$ cat src/rtl/reset_sequencer_pkg.sv
// Shared processor-control definitions for the software reset sequencer:
// state encoding, reset-vector bit positions and the step-ordering helper.
package reset_sequencer_pkg;

  localparam int RST_FULL = 3;
  localparam int RST_INST = 2;
  localparam int RST_IO   = 1;
  localparam int RST_DATA = 0;

  typedef logic [3:0] resetVector_t;
  typedef logic [1:0] timeoutStatus_t;

  typedef enum logic [2:0] {
    IDLE,
    FULL,
    IO_WAIT,
    DATA_WAIT,
    INST,
    RESPOND
  } seqState_t;

  function automatic int maxOf3(int a, int b, int c);
    int m;
    m = (a > b) ? a : b;
    return (m > c) ? m : c;
  endfunction

  // First pending step after 'cur' in the order FULL, IO_WAIT, DATA_WAIT, INST,
  // RESPOND. Later steps are tested first so the earliest pending one wins.
  function automatic seqState_t nextStep(resetVector_t vec, seqState_t cur);
    seqState_t nxt;
    nxt = RESPOND;
    if (vec[RST_INST] && cur != INST && cur != RESPOND) nxt = INST;
    if (vec[RST_DATA] && (cur == IDLE || cur == FULL || cur == IO_WAIT)) nxt = DATA_WAIT;
    if (vec[RST_IO] && (cur == IDLE || cur == FULL)) nxt = IO_WAIT;
    if (vec[RST_FULL] && cur == IDLE) nxt = FULL;
    return nxt;
  endfunction

endpackage

$ cat src/rtl/reset_sequencer_if.sv
// Request/acknowledge bundle between the reset sequencer (master) and the
// processor control plus reset domains it serves (slave).
interface reset_sequencer_if;
  import reset_sequencer_pkg::*;

  logic           SoftwareResetIn;
  resetVector_t   ResetVectorIn;
  logic           IOResetReqOut;
  logic           IOResetAckIn;
  logic           DataResetReqOut;
  logic           DataResetAckIn;
  logic           InstResetOut;
  logic           FullResetOut;
  logic           ResetResponseOut;
  timeoutStatus_t TimeoutStatusOut;
  logic           Busy;

  modport master (
    input  SoftwareResetIn, ResetVectorIn, IOResetAckIn, DataResetAckIn,
    output IOResetReqOut, DataResetReqOut, InstResetOut, FullResetOut,
           ResetResponseOut, TimeoutStatusOut, Busy
  );

  modport slave (
    output SoftwareResetIn, ResetVectorIn, IOResetAckIn, DataResetAckIn,
    input  IOResetReqOut, DataResetReqOut, InstResetOut, FullResetOut,
           ResetResponseOut, TimeoutStatusOut, Busy
  );
endinterface

$ cat src/rtl/reset_seq_counter.sv
// Loadable, clock-enable gated down-counter that saturates at zero; shared by
// all timed steps of the reset sequencer.
module reset_seq_counter #(
  parameter int WIDTH = 8
) (
  input  logic             clk,
  input  logic             sync_rst,
  input  logic             clk_en,
  input  logic             load,
  input  logic [WIDTH-1:0] loadValue,
  output logic             isZero
);

  logic [WIDTH-1:0] count;

  // NOTE: sequential state uses non-blocking assignments so every register
  // samples the pre-edge values regardless of block evaluation order.
  always_ff @(posedge clk) begin
    if (sync_rst) begin
      count <= '0;
    end else if (clk_en) begin
      if (load) begin
        count <= loadValue;
      end else if (count != '0) begin
        count <= count - WIDTH'(1);
      end
    end
  end

  assign isZero = (count == '0);

endmodule

$ cat src/rtl/reset_sequencer.sv
// Software reset sequencer: walks FULL, IO, DATA and INST reset steps selected
// by the latched vector, then returns a one-cycle completion pulse.
module reset_sequencer
  import reset_sequencer_pkg::*;
#(
  parameter int FULL_RESET_CYCLES = 16,
  parameter int INST_RESET_CYCLES = 4,
  parameter int ACK_TIMEOUT       = 255
) (
  input  logic               clk,
  input  logic               sync_rst,
  input  logic               clk_en,
  reset_sequencer_if.master  seqBus
);

  localparam int CountWidth = $clog2(maxOf3(FULL_RESET_CYCLES, INST_RESET_CYCLES, ACK_TIMEOUT) + 1);

  seqState_t        state, nextState;
  resetVector_t     workVec, nextVec, acceptedVec;
  timeoutStatus_t   timeoutStatus, nextStatus;
  logic             cntLoad, cntZero;
  logic [CountWidth-1:0] cntLoadValue;

  reset_seq_counter #(.WIDTH(CountWidth)) u_counter (
    .clk       (clk),
    .sync_rst  (sync_rst),
    .clk_en    (clk_en),
    .load      (cntLoad),
    .loadValue (cntLoadValue),
    .isZero    (cntZero)
  );

  always_ff @(posedge clk) begin
    if (sync_rst) begin
      state         <= IDLE;
      workVec       <= '0;
      timeoutStatus <= '0;
    end else begin
      state         <= nextState;
      workVec       <= nextVec;
      timeoutStatus <= nextStatus;
    end
  end

  // NOTE: every signal written here gets a default first, so no path through
  // the case statements can leave one unassigned and infer a latch.
  always_comb begin
    nextState    = state;
    nextVec      = workVec;
    nextStatus   = timeoutStatus;
    cntLoad      = 1'b0;
    cntLoadValue = '0;

    acceptedVec = seqBus.ResetVectorIn;
    if (acceptedVec[RST_FULL]) begin
      acceptedVec[RST_INST] = 1'b1;
      acceptedVec[RST_IO]   = 1'b1;
      acceptedVec[RST_DATA] = 1'b1;
    end

    if (clk_en) begin
      case (state)
        IDLE: begin
          if (seqBus.SoftwareResetIn) begin
            nextVec    = acceptedVec;
            nextStatus = '0;
            nextState  = nextStep(acceptedVec, IDLE);
          end
        end
        FULL, INST: begin
          if (cntZero) nextState = nextStep(workVec, state);
        end
        // Acknowledge is tested before expiry so a same-edge ack sets no flag.
        IO_WAIT: begin
          if (seqBus.IOResetAckIn) begin
            nextState = nextStep(workVec, state);
          end else if (cntZero) begin
            nextStatus[1] = 1'b1;
            nextState     = nextStep(workVec, state);
          end
        end
        DATA_WAIT: begin
          if (seqBus.DataResetAckIn) begin
            nextState = nextStep(workVec, state);
          end else if (cntZero) begin
            nextStatus[0] = 1'b1;
            nextState     = nextStep(workVec, state);
          end
        end
        RESPOND: nextState = IDLE;
        default: nextState = IDLE;
      endcase

      // Counter holds remaining cycles minus one, so the step ends on the
      // edge where it already reads zero.
      if (nextState != state) begin
        cntLoad = 1'b1;
        case (nextState)
          FULL:               cntLoadValue = CountWidth'(FULL_RESET_CYCLES - 1);
          INST:               cntLoadValue = CountWidth'(INST_RESET_CYCLES - 1);
          IO_WAIT, DATA_WAIT: cntLoadValue = CountWidth'(ACK_TIMEOUT - 1);
          default:            cntLoadValue = '0;
        endcase
      end
    end
  end

  assign seqBus.FullResetOut     = (state == FULL);
  assign seqBus.IOResetReqOut    = (state == IO_WAIT);
  assign seqBus.DataResetReqOut  = (state == DATA_WAIT);
  assign seqBus.InstResetOut     = (state == INST);
  assign seqBus.ResetResponseOut = (state == RESPOND);
  assign seqBus.Busy             = (state != IDLE);
  assign seqBus.TimeoutStatusOut = timeoutStatus;

endmodule
$ cat src/flat_wrapper.sv
// flat-port wrapper written by rule: the top's interface ports become plain ports
module reset_sequencer_flat import reset_sequencer_pkg::*;
#(
  parameter int FULL_RESET_CYCLES = 16,
  parameter int INST_RESET_CYCLES = 4,
  parameter int ACK_TIMEOUT       = 255
)
  (clk, sync_rst, clk_en, seqBus_SoftwareResetIn, seqBus_ResetVectorIn, seqBus_IOResetAckIn, seqBus_DataResetAckIn, seqBus_IOResetReqOut, seqBus_DataResetReqOut, seqBus_InstResetOut, seqBus_FullResetOut, seqBus_ResetResponseOut, seqBus_TimeoutStatusOut, seqBus_Busy);
  reset_sequencer_if seqBus_i ();
  input  logic clk;
  input  logic sync_rst;
  input  logic clk_en;
  input wire logic [$bits(seqBus_i.SoftwareResetIn)-1:0] seqBus_SoftwareResetIn;
  input wire logic [$bits(seqBus_i.ResetVectorIn)-1:0] seqBus_ResetVectorIn;
  input wire logic [$bits(seqBus_i.IOResetAckIn)-1:0] seqBus_IOResetAckIn;
  input wire logic [$bits(seqBus_i.DataResetAckIn)-1:0] seqBus_DataResetAckIn;
  output wire logic [$bits(seqBus_i.IOResetReqOut)-1:0] seqBus_IOResetReqOut;
  output wire logic [$bits(seqBus_i.DataResetReqOut)-1:0] seqBus_DataResetReqOut;
  output wire logic [$bits(seqBus_i.InstResetOut)-1:0] seqBus_InstResetOut;
  output wire logic [$bits(seqBus_i.FullResetOut)-1:0] seqBus_FullResetOut;
  output wire logic [$bits(seqBus_i.ResetResponseOut)-1:0] seqBus_ResetResponseOut;
  output wire logic [$bits(seqBus_i.TimeoutStatusOut)-1:0] seqBus_TimeoutStatusOut;
  output wire logic [$bits(seqBus_i.Busy)-1:0] seqBus_Busy;
  assign seqBus_i.SoftwareResetIn = seqBus_SoftwareResetIn;
  assign seqBus_i.ResetVectorIn = seqBus_ResetVectorIn;
  assign seqBus_i.IOResetAckIn = seqBus_IOResetAckIn;
  assign seqBus_i.DataResetAckIn = seqBus_DataResetAckIn;
  assign seqBus_IOResetReqOut = seqBus_i.IOResetReqOut;
  assign seqBus_DataResetReqOut = seqBus_i.DataResetReqOut;
  assign seqBus_InstResetOut = seqBus_i.InstResetOut;
  assign seqBus_FullResetOut = seqBus_i.FullResetOut;
  assign seqBus_ResetResponseOut = seqBus_i.ResetResponseOut;
  assign seqBus_TimeoutStatusOut = seqBus_i.TimeoutStatusOut;
  assign seqBus_Busy = seqBus_i.Busy;
  reset_sequencer #(.FULL_RESET_CYCLES(FULL_RESET_CYCLES), .INST_RESET_CYCLES(INST_RESET_CYCLES), .ACK_TIMEOUT(ACK_TIMEOUT)) u_core (.clk(clk), .sync_rst(sync_rst), .clk_en(clk_en), .seqBus(seqBus_i));
endmodule
$ cat config.mk
export PLATFORM = sky130hd
export DESIGN_NAME = reset_sequencer_flat
export DESIGN_NICKNAME = d
export VERILOG_FILES = /design/src/rtl/reset_sequencer_pkg.sv /design/src/rtl/reset_sequencer_if.sv /design/src/rtl/reset_seq_counter.sv /design/src/rtl/reset_sequencer.sv /design/src/flat_wrapper.sv
export SDC_FILE = /design/constraint.sdc
export NUM_CORES = 1
export LEC_CHECK = 0
export CAP_MARGIN = 20
export CORE_MARGIN = 2
export CORE_UTILIZATION = 30
export CTS_CLUSTER_SIZE = 12
export DETAILED_ROUTE_END_ITERATION = 6
export GPL_TIMING_DRIVEN = 0
export MAX_ROUTING_LAYER = met4
export SLEW_MARGIN = 0
export SYNTH_ARGS = -nofsm -noshare
export SYNTH_HDL_FRONTEND = slang
export SYNTH_SLANG_ARGS = --single-unit
$ cat constraint.sdc
create_clock -name clk -period 3.15 [get_ports clk]
set_input_delay 0.4725 -clock clk [delete_from_list [all_inputs] [get_ports clk]]
set_output_delay 0.4725 -clock clk [all_outputs]
set_load 0.01 [all_outputs]
# --- Word-level counts from Yosys, hierarchy flattened ---
# Index checks and enable logic that the tools add are counted.
word_totals:
  mem_bits_rw: 0
  latchBits: 0
  mem_count: 0
  romBits: 0
  input_bits: 10
  word_cells: 70
  ff_bits: 17
  out_inout_bits: 8
op_classes:
  addsub: 1
  bitwise: 0
  order_cmp: 0
  shifts: 0
  n_mux: 27
  reduce_logical: 20
  n_mul: 0
  div: 0
  n_eq_ne: 17
ops:
  columns: ["operator", "n"]
  rows:
  - ["3-bit two-way mux", 12]
  - ["8-bit two-way mux", 3]
  - ["8-bit one-hot mux with 3 select lines", 1]
  - ["3-bit by 2-bit equality test with 1-bit output (second input constant)", 4]
  - ["3-bit one-hot mux with 4 select lines", 1]
  - ["5-bit AND reduction", 2]
  - ["3-bit equality test (second input constant)", 3]
  - ["8-bit zero test", 1]
  - ["8-bit nonzero test", 1]
  - ["8-bit by 1-bit subtractor with 8-bit output (second input constant)", 1]
  - ["1-bit two-way mux", 7]
  - ["3-bit by 1-bit equality test with 1-bit output (second input constant)", 2]
  - ["2-bit inequality test (second input constant)", 3]
  - ["3-bit inequality test (second input constant)", 2]
  - ["2-bit nonzero test", 3]
  - ["1-bit logical AND", 5]
  - ["2-bit by 1-bit inequality test with 1-bit output (second input constant)", 2]
  - ["1-bit one-hot mux with 2 select lines", 2]
  - ["2-bit OR reduction", 2]
  - ["3-bit zero test", 1]
  - ["3-bit inequality test", 1]
  - ["3-bit AND reduction", 1]
  - ["3-bit nonzero test", 1]
  - ["1-bit logical OR", 2]
  - ["other kinds (2)", 2]

# --- Logic depth before layout (Yosys ltp) ---
depth:
  word_depth: 16
  ltp_mapped: 9
  ltp_nobuf: 9

# --- By module ---
# From an unflattened synthesis, not the netlist that was laid out.
hier_totals:
  hier_cells: 181
  area_unflattened_um2: 1335.0
modules_own_cells:
  columns: ["module", "area_each_um2", "cells_per_inst", "n_inst", "seq_area_each_um2"]
  rows:
  - ["reset_sequencer", 803.3, 108, 1, 180.2]
  - ["reset_seq_counter", 531.8, 73, 1, 160.2]

# --- Worst setup path before layout ---
# Ideal clock, no wire load.
synth_path:
  path_type: "register -> register"
  startpoint: "register u_core.u_counter.count[0]"
  endpoint: "register u_core.u_counter.count[2]"
  n_path_buf: 0
  arrival_ns: 2.061
  stages_incl_launch_ff: 10
  t_required_ns: 3.022
  setup_slack_ns: 0.961
  setup_ns: 0.128
  period_less_slack_ns: 2.189
  path_cell_list: "dfxtp_1 > inv_1 > ha_1 > nor3b_1 > nand2_2 > and2_4 > or3_4 > a41oi_2 > o21a_1 > a21oi_1"
synth_via:
  elab_chain_len: 10
  word_cells_on_any_way: 22
  cone_classes: "add/sub (1); eq/ne (5); mux (11); reduce/logical (5)"
synth_lines:
  columns: ["item", "line_no", "rtl"]
  rows:
  - ["start, declared", "reset_seq_counter.sv:14", "logic [WIDTH-1:0] count;"]
  - ["start signal, assigned", "reset_seq_counter.sv:23", "count <= loadValue;"]
  - ["start signal, assigned", "reset_seq_counter.sv:25", "count <= count - WIDTH'(1);"]
  - ["8-bit zero test", "reset_seq_counter.sv:30", "assign isZero = (count == '0);"]
  - ["3-bit two-way mux", "reset_sequencer.sv:85", "end else if (cntZero) begin"]
  - ["3-bit two-way mux (on tied branches)", "reset_sequencer.sv:83, reset_sequencer.sv:75", null]
  - ["3-bit one-hot mux with 4 select lines", "reset_sequencer.sv:62", "case (state)"]
  - ["3-bit two-way mux", "reset_sequencer.sv:61", "if (clk_en) begin"]
  - ["3-bit by 2-bit equality test with 1-bit output / 3-bit inequality test (equally long branches)", "reset_sequencer.sv:98, reset_sequencer.sv:96", null]
  - ["2-bit OR reduction / 1-bit two-way mux (equally long branches)", "reset_sequencer.sv:98, reset_sequencer.sv:96", null]
  - ["8-bit one-hot mux with 3 select lines / 1-bit two-way mux (equally long branches)", "reset_sequencer.sv:98, reset_sequencer.sv:61", null]
  - ["8-bit two-way mux / 2-bit nonzero test (equally long branches)", null, null]
  - ["8-bit two-way mux / 2-bit AND reduction (equally long branches)", null, null]
# Several ways; a longest one is shown, not always the timed one. The select of a mux whose other input is x is not followed.
# A chain may end at the register's enable or synchronous reset.

# --- Final worst setup path ---
# Ends and elaborated chain as after synthesis.

==> summary.txt <==
Logic synthesis
  • Mapped Avg Cell Area: 8.62 sq um
  • Seq/Total Area, Yosys: between 20 and 30%
  • Synth warn: 0
  • Flops & latches, synth: 16
  • Top_reg_cell synth: dfxtp_1
  • Post-synthesis cell count: 143
  • Syn_nets: ~150
  • Synth cell types: 58
  • Synthesized area: around 1200 sq um
  • Async S/R FF share, synth: 0%
  • Number of enable flip-flop cells after synthesis: 0

Routing
  • DRT antenna net count: 0
  • DRT Pass-1 Iters: 4
  • Number of vias per cell: roughly 5.6
  • DR WL/cell: about 15 microns
  • Number of remaining DRC errors: 0
  • Iteration-0 DRC Markers: 55
  • Routed via count: 1,196
  • Final wirelength: about 3200 microns

Clock network
  • Post-CTS sizing: 0
  • TritonCTS Sinks: 16
  • Clk_lat worst skew: around 0.26 ns
  • # hold bufs at CTS: 0
  • Clock buffer depth: 2
  • Setup repair bufs after CTS: 0
  • CTS clock-pin slew for the worst setup and hold paths: about 0.07 ns
  • CTS tree: built
  • Clock root cell: clkbuf_8
  • TritonCTS Buffers: 3
  • H-tree levels: 1

Min path
  • Hold Path Depth: 2
  • Hold endpoint: u_core.seqBus.TimeoutStatusOut[0]
  • Hold crit path type: reg2reg
  • Launch point of the worst hold path: u_core.seqBus.TimeoutStatusOut[0]

Setup path
  • Reg2reg start: u_core.u_counter.count[0]
  • CP startpoint kind: flop
  • WP data arrival: 2.81 ns
  • Reg2Reg Depth: 9
  • Setup CP Type: reg2reg
  • Crit. End Element: flop
  • Worst R2R End: u_core.u_counter.count[2]
  • Reg-to-reg slack, setup: 0.47 ns
  • Required time of the critical path: between 3 and 4 ns
  • Crit-path max FO: 10

Layout
  • Fillcell total: a little over 400
  • N_diodes: 0
  • Area delta synth->final: 23.4%
  • Post-route cell area: 1520 sq um
  • Share of layout cells above drive strength 1: roughly 16%
  • Nets: around 180

Pwr
  • Peak VDD IR: 0.356 mV
  • Leak pwr: 0.000564 uW
  • Pwr Density: 702 nW/um^2

STA
  • Post-route setup TNS: 0 ns
  • RSZ-0062 raised after global routing: false
  • Clk_skew: 0.00581 ns
  • Final hold vios: 0
  • Worst-Margin Slew: 0.553 ns
  • Final slew viol count: 0
  • Slew HR: between 60% and 70%
  • Max Fclk: roughly 0.37 GHz
  • # setup viols final: 0
  • Setup WS post-layout: 0.465 ns
  • Hold_ws: a little over 0.5 ns
  • Final min period: 2.68 ns
  • Final period utilization: 85.2%

Die
  • Num ports: 18
  • Initial Utilization: between 30% and 40%
  • Core box area: ~4000 sq um
  • # rows: 23
  • Die height: slightly below 70 microns
  • Die area: between 4000 and 5000 sq um
  • Die width: 68.1 microns

GRT
  • Vias in the first global route: approximately 1.2k
  • Total GRT Usage: about 16%
  • GR Overflow Total: 0
  • First-pass GRT wire length: roughly 5400 microns
  • Antenna violations before repair: 0
  • Largest net degree at the start of global routing: 11

Placement
  • Setup WS pre-CTS: between 0.4 and 0.5 ns
  • DP Area: between 1000 and 1500 sq um
  • I/O Buffers: 17
  • GP Congestion: between 0.9 and 1
  • Post-detail-place hpwl: approximately 2500 microns

Flow run
  • Max-cap viol count: 0

Run status
  • Outcome: complete, no violations
## per-layer routing
layer  vias up  GRT usage (%)  part of all wire [%]
li1        582              -                     -
met5         -              -                     0
met1       577           19.4                    47
met4         0           6.00                   2.2
met2        30           25.5                    48
met3         7           1.97                   3.4
## layout by cell type, fill, tap and decap left out, types with 6 or more instances in the layout
cell type	netlist	routed
a21oi_1	15	15
inv_1	9	9
clkdlybuf4s50_1	0	17
nor3_1	7	7
dfxtp_1	16	16
nand3_1	6	6
nor2_1	9	9
nand2_1	7	7
## worst max path at each step
stage / from / endpoint / depth (start not counted)
after floorplan: u_core.u_counter.count[0] / u_core.u_counter.count[2] / 9
final: u_core.u_counter.count[0] / u_core.u_counter.count[2] / 9
after detailed placement: seqBus_DataResetAckIn / u_core.u_counter.count[2] / 8
after global placement: seqBus_DataResetAckIn / u_core.u_counter.count[2] / 8
after global routing: u_core.u_counter.count[0] / u_core.u_counter.count[3] / 9
after CTS: u_core.u_counter.count[0] / u_core.u_counter.count[2] / 9
## where the power goes
| part | switching, uW | total, uW | internal [uW] |
|---|---|---|---|
| clock | 79.0 | 190 | 111 |
| combinational | 300 | 552 | 252 |
| sequential | 63.2 | 325 | 262 |
| total | 442 | 1070 | 626 |
## cells by family after synthesis
family          count (synthesis)  synth area share [%]
buf+inv                        17                  6.80
xor+xnor                        7                  4.97
flops                          16                  26.0
simple gates                   48                  25.5
fa+ha+maj                       1                  1.02
mux                             3                  2.54
compound gates                 51                  33.2
## synthesized netlist by cell type (all sizes together), types with 2 or more instances
master,instances,share of area (%)
a211o,2,1.4
or3,2,1.4
nor3,8,3.7
a211oi,6,4.9
and2,3,1.7
xor2,3,2.1
nor2,9,2.7
nor4b,2,2.6
mux2i,2,1.6
o21a,4,2.4
inv,9,2.7
nor2b,2,1.0
nand3,7,3.9
xnor2,4,2.8
dfxtp,16,26
a41oi,2,2.0
nor3b,2,1.6
nand2,8,2.6
a21oi,16,6.8
clkbuf,4,1.2
buf,4,2.8
o21ai,6,3.7
## critical path, stage by stage (launching register included)
cell,delay (ns)
dfxtp_1,0.31
inv_1,0.08
ha_1,0.22
nor3b_1,0.50
nand2_2,0.26
and2_4,0.21
or3_4,0.38
a41oi_2,0.34
o21a_1,0.21
a21oi_1,0.05
## final cells by class
cell class	instances	area, sq um	area share (%)
multi-input cells	110	828	54.5
flip-flops and latches	16	320	21.1
repair buffers	17	170	11.2
well taps	50	62.6	4.12
clock buffers	4	55.1	3.62
plain buffers	8	50.0	3.29
inverters	9	33.8	2.22
## state kept, by name, summed over array words and instances, names as in the netlist
signal                          cells
u_core.u_counter.count              8
u_core.workVec                      3
u_core.seqBus.TimeoutStatusOut      2
u_core.state                        3
## stage by stage
| step | util, % | total power (uW) | cells |
|---|---|---|---|
| global placement | 36.9 | 862 | 210 |
| CTS | 38.3 | 1070 | 214 |
| global route | 38.3 | 1140 | 214 |
| finish | 38.3 | 1070 | 214 |
| floorplan | - | 746 | 143 |
| detailed placement | 36.9 | 874 | 210 |
(Power assumes the default switching activity.)
